## config.mk

```make
export PLATFORM = sky130hd
export DESIGN_NAME = syn_debug_monitor
export DESIGN_NICKNAME = d
export VERILOG_FILES = /design/src/rtl/syn_debug_monitor_pkg.sv /design/src/rtl/cmb_hex_to_seg.sv /design/src/rtl/syn_debug_monitor.sv
export SDC_FILE = /design/constraint.sdc
export NUM_CORES = 1
export LEC_CHECK = 0
export ABC_CLOCK_PERIOD_IN_PS = 7010
export CORE_UTILIZATION = 54
export CTS_CLUSTER_SIZE = 14
export DETAILED_ROUTE_END_ITERATION = 8
export PLACE_DENSITY = 0.86
export RECOVER_POWER = 25
export SLEW_MARGIN = 20
export SYNTH_ARGS = -nofsm -noshare
export SYNTH_HDL_FRONTEND = slang
export SYNTH_SLANG_ARGS = --single-unit
```

## constraint.sdc

```tcl
create_clock -name clk -period 7.01 [get_ports clk]
set_input_delay 1.402 -clock clk [delete_from_list [all_inputs] [get_ports clk]]
set_output_delay 1.402 -clock clk [all_outputs]
set_load 0.02 [all_outputs]
```

## src/rtl/syn_debug_monitor_pkg.sv

```systemverilog
// Shared types and constants for the board-side debug monitor: display mode
// encodings, default datamem address width and button slot indices.
package syn_debug_monitor_pkg;

  localparam int DBG_MODE_BIT = 3;
  localparam int DM_ADDR_BIT  = 10;

  typedef enum logic [DBG_MODE_BIT-1:0] {
    DBG_MODE_PC   = 3'd0,
    DBG_MODE_RF   = 3'd1,
    DBG_MODE_DM   = 3'd2,
    DBG_MODE_DISP = 3'd3,
    DBG_MODE_CYC  = 3'd4
  } dbg_mode_e;

  localparam int NUM_BTN = 2;
  localparam int BTN_INC = 0;
  localparam int BTN_DEC = 1;

  // One-hot active-low anode pattern for digit d.
  function automatic logic [7:0] digit_enable_n(input logic [2:0] d);
    return ~(8'b1 << d);
  endfunction

endpackage

```

## src/rtl/cmb_hex_to_seg.sv

```systemverilog
// Combinational hex nibble to active-low 7-segment decoder, bit order {g,f,e,d,c,b,a}.
// Shared by every board display that shows hex digits.
module cmb_hex_to_seg (
  input  logic [3:0] nibble,
  output logic [6:0] seg_n
);

  // NOTE: every output of a combinational block gets a default first so no latch is inferred.
  always_comb begin
    seg_n = 7'h7F;
    case (nibble)
      4'h0: seg_n = ~7'h3F;
      4'h1: seg_n = ~7'h06;
      4'h2: seg_n = ~7'h5B;
      4'h3: seg_n = ~7'h4F;
      4'h4: seg_n = ~7'h66;
      4'h5: seg_n = ~7'h6D;
      4'h6: seg_n = ~7'h7D;
      4'h7: seg_n = ~7'h07;
      4'h8: seg_n = ~7'h7F;
      4'h9: seg_n = ~7'h6F;
      4'hA: seg_n = ~7'h77;
      4'hB: seg_n = ~7'h7C;
      4'hC: seg_n = ~7'h39;
      4'hD: seg_n = ~7'h5E;
      4'hE: seg_n = ~7'h79;
      4'hF: seg_n = ~7'h71;
      default: seg_n = 7'h7F;
    endcase
  end

endmodule

```

## src/rtl/syn_debug_monitor.sv

```systemverilog
// Board-side debug monitor: steps regfile/datamem debug indices from buttons, counts
// CPU cycles and scans the selected word onto an 8-digit 7-segment display.
// Optional button debouncing is enabled by defining DBG_DEBOUNCE_EN.
module syn_debug_monitor
  import syn_debug_monitor_pkg::*;
#(
  parameter int DmAddrBit   = DM_ADDR_BIT,
  parameter int ScanPeriod  = 50000,
  parameter int DebounceCyc = 1000000
) (
  input  logic                 clk,
  input  logic                 rst_n,
  input  logic [2:0]           mode,
  input  logic                 btn_inc,
  input  logic                 btn_dec,
  input  logic                 cpu_en,
  input  logic                 halt,
  input  logic [31:0]          pc_dbg,
  input  logic [31:0]          regfile_data_dbg,
  input  logic [31:0]          datamem_data_dbg,
  input  logic [31:0]          display,
  output logic [4:0]           regfile_req_dbg,
  output logic [DmAddrBit-1:0] datamem_addr_dbg,
  output logic [7:0]           an_n,
  output logic [7:0]           seg_n
);

  localparam int SCAN_W = (ScanPeriod > 2) ? $clog2(ScanPeriod) : 1;

  dbg_mode_e mode_e;
  assign mode_e = dbg_mode_e'(mode);

  logic [NUM_BTN-1:0] btn_raw;
  logic [NUM_BTN-1:0] btn_pulse;
  assign btn_raw = {btn_dec, btn_inc};

  // Per-button conditioning: synchronize, optionally debounce, then rising-edge detect.
  for (genvar b = 0; b < NUM_BTN; b++) begin : g_btn
    logic sync1_q, sync2_q, prev_q, level;

    // NOTE: state registers use non-blocking assignments so every flop samples pre-edge values.
    always_ff @(posedge clk or negedge rst_n) begin
      if (!rst_n) begin
        sync1_q <= 1'b0;
        sync2_q <= 1'b0;
      end else begin
        sync1_q <= btn_raw[b];
        sync2_q <= sync1_q;
      end
    end

`ifdef DBG_DEBOUNCE_EN
    localparam int DB_W = $clog2(DebounceCyc + 1);
    logic [DB_W-1:0] db_cnt_q;
    logic            level_q;

    // The new level must persist DebounceCyc consecutive cycles; any bounce restarts.
    always_ff @(posedge clk or negedge rst_n) begin
      if (!rst_n) begin
        db_cnt_q <= '0;
        level_q  <= 1'b0;
      end else if (sync2_q == level_q) begin
        db_cnt_q <= '0;
      end else if (db_cnt_q == DB_W'(DebounceCyc - 1)) begin
        db_cnt_q <= '0;
        level_q  <= sync2_q;
      end else begin
        db_cnt_q <= db_cnt_q + 1'b1;
      end
    end
    assign level = level_q;
`else
    logic unused_debounce;
    assign unused_debounce = ^DebounceCyc;
    assign level = sync2_q;
`endif

    always_ff @(posedge clk or negedge rst_n) begin
      if (!rst_n) prev_q <= 1'b0;
      else        prev_q <= level;
    end

    assign btn_pulse[b] = level & ~prev_q;
  end

  // Index stepping; simultaneous inc and dec cancel out.
  always_ff @(posedge clk or negedge rst_n) begin
    if (!rst_n) begin
      regfile_req_dbg  <= '0;
      datamem_addr_dbg <= '0;
    end else if (btn_pulse[BTN_INC] ^ btn_pulse[BTN_DEC]) begin
      case (mode_e)
        DBG_MODE_RF:
          regfile_req_dbg <= btn_pulse[BTN_INC] ? regfile_req_dbg + 5'd1
                                                : regfile_req_dbg - 5'd1;
        DBG_MODE_DM:
          datamem_addr_dbg <= btn_pulse[BTN_INC] ? datamem_addr_dbg + 1'b1
                                                 : datamem_addr_dbg - 1'b1;
        default: ;
      endcase
    end
  end

  logic [31:0] cycle_cnt;
  logic [31:0] value_d, value_q;

  always_ff @(posedge clk or negedge rst_n) begin
    if (!rst_n)              cycle_cnt <= '0;
    else if (cpu_en && !halt) cycle_cnt <= cycle_cnt + 32'd1;
  end

  always_comb begin
    value_d = '0;
    case (mode_e)
      DBG_MODE_PC:   value_d = pc_dbg;
      DBG_MODE_RF:   value_d = regfile_data_dbg;
      DBG_MODE_DM:   value_d = datamem_data_dbg;
      DBG_MODE_DISP: value_d = display;
      DBG_MODE_CYC:  value_d = cycle_cnt;
      default:       value_d = '0;
    endcase
  end

  always_ff @(posedge clk or negedge rst_n) begin
    if (!rst_n) value_q <= '0;
    else        value_q <= value_d;
  end

  // Display scan: outputs are reloaded only when the digit index advances.
  logic [SCAN_W-1:0] scan_cnt_q;
  logic [2:0]        digit_q;
  logic [3:0]        nibble;
  logic [6:0]        hex_seg_n;

  assign nibble = value_q[{digit_q, 2'b00} +: 4];

  cmb_hex_to_seg u_hex_to_seg (
    .nibble (nibble),
    .seg_n  (hex_seg_n)
  );

  always_ff @(posedge clk or negedge rst_n) begin
    if (!rst_n) begin
      scan_cnt_q <= '0;
      digit_q    <= '0;
      an_n       <= 8'hFF;
      seg_n      <= 8'hFF;
    end else if (scan_cnt_q == SCAN_W'(ScanPeriod - 1)) begin
      scan_cnt_q <= '0;
      digit_q    <= digit_q + 3'd1;
      an_n       <= digit_enable_n(digit_q);
      seg_n      <= {~((digit_q == 3'd0) && halt), hex_seg_n};
    end else begin
      scan_cnt_q <= scan_cnt_q + 1'b1;
    end
  end

endmodule
```

---- Word-level counts from Yosys, hierarchy flattened ----
Memory sizes are Yosys's and may differ from the RTL's. A register that Yosys moved wholly into a read port is not among the register bits.
Cells that the tools add are included.
storage, ports and cells
  word-level logic and storage cells ...... 48
  output and inout bits ................... 31
  register bits ........................... 120
  bits in read-only memories .............. 112
  memories ................................ 1
memory list
  name             depth  width  rd ports  clocked after Yosys merged registers in  wr ports  RTL line              text
  (no name shown)  16     7      1         1                                        0         cmb_hex_to_seg.sv:11  case (nibble)
operators by class
  bitwise operators ....................... 7
  add/sub/neg operators ................... 7
  reduce and logical (&&, ||, !) cells .... 8
  eq/ne operators ......................... 5
  mux-type cells .......................... 4
  shift-type cells ........................ 2
operators by type and width
  operator                 number
  $pmux W32 S5             1
  $add A32 B1 Y32 const B  1
  $shiftx A32 B6 Y4        1
  $add A16 B1 Y16 const B  1
  $eq A16 B16 Y1 const B   1
  $mux W16                 1
  $add A10 B1 Y10 const B  1
  $mux W10                 1
  $sub A10 B1 Y10 const B  1
  $not A8 Y8               1
  $shl A1 B3 Y8 const A    1
  $eq A3 B2 Y1 const B     2
  $logic_not A3 Y1         2
  $add A5 B1 Y5 const B    1
  $mux W5                  1
  $sub A5 B1 Y5 const B    1
  $reduce_and A2 Y1        2
  $add A3 B1 Y3 const B    1
  $eq A3 B1 Y1 const B     1
  $eq A3 B3 Y1 const B     1
  $not A1 Y1               3
  $and A1 B1 Y1            2
  $logic_and A1 B1 Y1      2
  $logic_not A1 Y1         2
  $xor A1 B1 Y1            1

---- Logic depth before layout (Yosys ltp) ----
  depth after elaboration ................. 4
  depth in mapped cells ................... 13
  mapped depth without buffers ............ 11

---- By module ----
From an unflattened synthesis, not the netlist that was laid out.
unflattened totals
  cell total of the unflattened synthesis .. 619
  area, all modules ....................... 6,647.6 um2
by module, submodules not included
  module             area each (um2)  cells each  times used
  syn_debug_monitor  6,372.4          587         1
  cmb_hex_to_seg     275.3            32          1

---- Worst setup path before layout ----
Ideal clock, no wire load.
  kind .................................... input -> register
  start ................................... input port cpu_en
  end ..................................... register cycle_cnt[31]
  arrival ................................. 2,607 ps
  required time ........................... 6,887 ps
  setup slack ............................. 4,280 ps
  stages on the path ...................... 6
  cell sequence ........................... nor2b_2 -> nand4_1 -> or2_2 -> nor3_2 -> nand4_1 -> xnor2_1
between the ends
  longest elaborated chain between the ends .. 1
ends and longest elaborated chain
  what                    RTL line                  text
  start: declaration      syn_debug_monitor.sv:16   input logic cpu_en,
  $logic_and A1 B1 Y1     syn_debug_monitor.sv:109  else if (cpu_en && !halt) cycle_cnt <= cycle_cnt + 32'd1;
  end signal: assignment  syn_debug_monitor.sv:109
  end: declaration        syn_debug_monitor.sv:104  logic [31:0] cycle_cnt;
No other way between the ends.
A chain may end at the register's enable or synchronous reset.

==> flow_metrics.env <==
export IMPL_synth_area_um2=6840
export IMPL_die_y_um=115
export IMPL_slew_violations=56
export IMPL_finClkSkew_ns=0.00869
export IMPL_clk_pin_slew_ns=0.06
export IMPL_finalSetupViolations=0
export IMPL_synth_ff_type="dfrtp_1"
export IMPL_antenna_cells=0
export IMPL_crit_buf_inv=2
export IMPL_crit_family="buffers and inverters"
export IMPL_clkPwrFrac_pct=37.3
export IMPL_async_flop_share_pct=100
export IMPL_ioPinCount=168
export IMPL_min_period_over_period_pct=56.0
export IMPL_cts_root_buf="clkbuf_16"
export IMPL_antenna_left=0
export IMPL_core_area_um2=12200
export IMPL_synthCells=655
export IMPL_ys_seq_elements=120
export IMPL_grt_setup_unrepaired="false"
export IMPL_layout_common_cells="clkdlybuf4s50_1, dfrtp_1, nand2_1"
export IMPL_syn_avg_cell_area_um2=10.4
export IMPL_final_common_cell="clkdlybuf4s50_1"
export IMPL_cp_data_arrival_time_ns=4.38
export IMPL_max_slew_margin_pct=-91.6
export IMPL_h_tree_depth=4
export IMPL_cp_cell_sequence="clkbuf_1, buf_4"
export IMPL_final_nets=979
export IMPL_ys_seq_area_share_pct=44.2
export IMPL_hold_viol=0
export IMPL_ir_drop_mv=0.158
export IMPL_die_x_um=115
export IMPL_drt_wl_total_um=18300
export IMPL_grt_pass1_vias=5923
export IMPL_crit_type="primary input to async pin"
export IMPL_cp_max_fo=66
export IMPL_worst_pin_slew_ns=2.87
export IMPL_seqPwrFrac_pct=34.7
export IMPL_tns_ns=0
export IMPL_viasPerCell=5.78
export IMPL_hp_class="register to register"
export IMPL_grt_max_degree=67
export IMPL_globalplace_congestion=0.882
export IMPL_wl_per_cell_um=18.3
export IMPL_drive_gt1_share_pct=10.4
export IMPL_dieArea_um2=13100
export IMPL_cap_viol_max_count=1
export IMPL_track_usage_pct=29.6
export IMPL_overflow=0
export IMPL_cpPeakStageDelay_ns=1.99
export IMPL_grt_pass1_wl_um=29300
export IMPL_hold_buffers=0
export IMPL_p_sw_share_pct=30.5
export IMPL_p_total_w=0.00247
export IMPL_initial_core_util_pct=56.2
export IMPL_cp_required_ns=7.47
export IMPL_clock_sinks=120
export IMPL_status="finished with violations"
export IMPL_crit_path_top_delay_cell="clkbuf_1"
export IMPL_synth_distinct_cells=53
export IMPL_violations="max-capacitance violations, max-slew violations"
export IMPL_intPower_w=0.00172
export IMPL_post_cts_resized=0
export IMPL_drt_initial_drc_count=386
export IMPL_crit_path_end_kind="async pin"
export IMPL_synth_edff_count=0
export IMPL_post_cts_buffers=0
export IMPL_rows=40
export IMPL_yosysWarnings=0
export IMPL_grt_antenna_before_repair=0
export IMPL_period_needed_ns=3.92
export IMPL_comb_power_share_pct=27.9
export IMPL_start_kind="primary input"
export IMPL_first_pass_iters=5
export IMPL_powerDensity_nw_per_um2=267
export IMPL_leakagePower_nw=3.92
export IMPL_whs_ns=0.349
export IMPL_dp_hpwl_um=13600
export IMPL_vias=5761
export IMPL_syn_to_final_growth_pct=35.2
export IMPL_cts_max_path_buffers=2
export IMPL_cts_buffers=17
export IMPL_route_detailed_drc=0
export IMPL_switching_power_w=0.000754
export IMPL_insertion_delay_ns=0.42
export IMPL_tritoncts="yes"
export IMPL_max_freq_mhz=255
export IMPL_portBuffers=167
export IMPL_syn_num_nets=819
[power groups by stage]
stage / Combinational, W / Sequential, W / Clock (W)
floorplan: 0.000358 / 0.000898 / 0
global placement: 0.000645 / 0.000861 / 0
detailed placement: 0.000676 / 0.000865 / 0
CTS: 0.000686 / 0.000857 / 0.000927
global route: 0.000749 / 0.000867 / 0.000961
finish: 0.000690 / 0.000859 / 0.000922
[through the flow]
stage | instances | instance area [µm²] | utilization [%] | setup slack, ns
final | 996 | 9240 | 76.0 | 3.09
after global routing | 996 | 9240 | 76.0 | 2.46
after CTS | 996 | 9240 | 76.0 | 3.34
after detailed placement | 964 | 8610 | 70.8 | 2.99
after global placement | 964 | 8610 | 70.8 | 3.16
after floorplan | 655 | 6840 | - | 4.28
[final cells by class]
class / count / area [µm²]
clock buffers: 20 / 467
clock inverters: 12 / 164
fillers: 788 / 2920
inverters: 23 / 86.3
multi-input cells: 482 / 3600
flip-flops and latches: 120 / 3020
well taps: 168 / 210
repair buffers: 171 / 1690
[sequential cells by signal, indices dropped and copies added (netlist names)]
signal            flops
cycle_cnt            32
value_q              32
scan_cnt_q           16
datamem_addr_dbg     10
an_n                  8
seg_n                 8
regfile_req_dbg       5
digit_q               3
g_btn.level           2
g_btn.prev_q          2
g_btn.sync1_q         2
[final timing paths]
path | start | end | slack, ns | cells past startpoint
worst min-delay path | g_btn[0].sync1_q | g_btn[0].level | 0.35 | 0
worst min register to register | g_btn[0].sync1_q | g_btn[0].level | 0.35 | 0
max in group clk | mode[1] | datamem_addr_dbg[8] | 3.27 | 6
min in group asynchronous | rst_n | scan_cnt_q[15] | 1.91 | 1
worst max-delay path | rst_n | cycle_cnt[26] | 3.09 | 2
worst max register to register | digit_q[0] | seg_n[6] | 4.01 | 11
[Yosys cell counts, drive strengths merged (11+ instances only)]
master | instances | area [µm²]
a221o | 31 | 310
a31oi | 15 | 93.8
and3 | 12 | 75.1
buf | 15 | 85.1
clkbuf | 15 | 56.3
dfrtp | 104 | 2600
dfstp | 16 | 420
ha | 25 | 313
inv | 23 | 86.3
mux2i | 36 | 385
mux4 | 15 | 338
nand2 | 75 | 282
nand3 | 21 | 105
nor2 | 41 | 154
nor3 | 11 | 65.1
nor3b | 12 | 90.1
o21ai | 51 | 255
xnor2 | 41 | 359
xor2 | 24 | 210
[logic make-up (layout without fill, tap and decap cells)]
logic type | count (synthesis) | after routing | share of synthesized area, %
DFF | 120 | 120 | 44.2
muxes | 55 | 55 | 11.2
xor gates and xnor gates | 65 | 65 | 8.33
adders and majority gates | 27 | 27 | 5.16
AOI/OAI and AO/OA | 135 | 135 | 13.6
buffers and inverters | 53 | 226 | 3.33
and+or+nand+nor | 200 | 200 | 14.1
[layer usage]
metal	track usage (%)	part of all wire, %	up-vias
li1	-	-	2681
met1	38.2	42	2806
met2	50.2	51	248
met3	5.72	6.0	26
met4	9.87	1.6	0
met5	0	0	-
No activity file was read; power rests on OpenSTA's default activity.
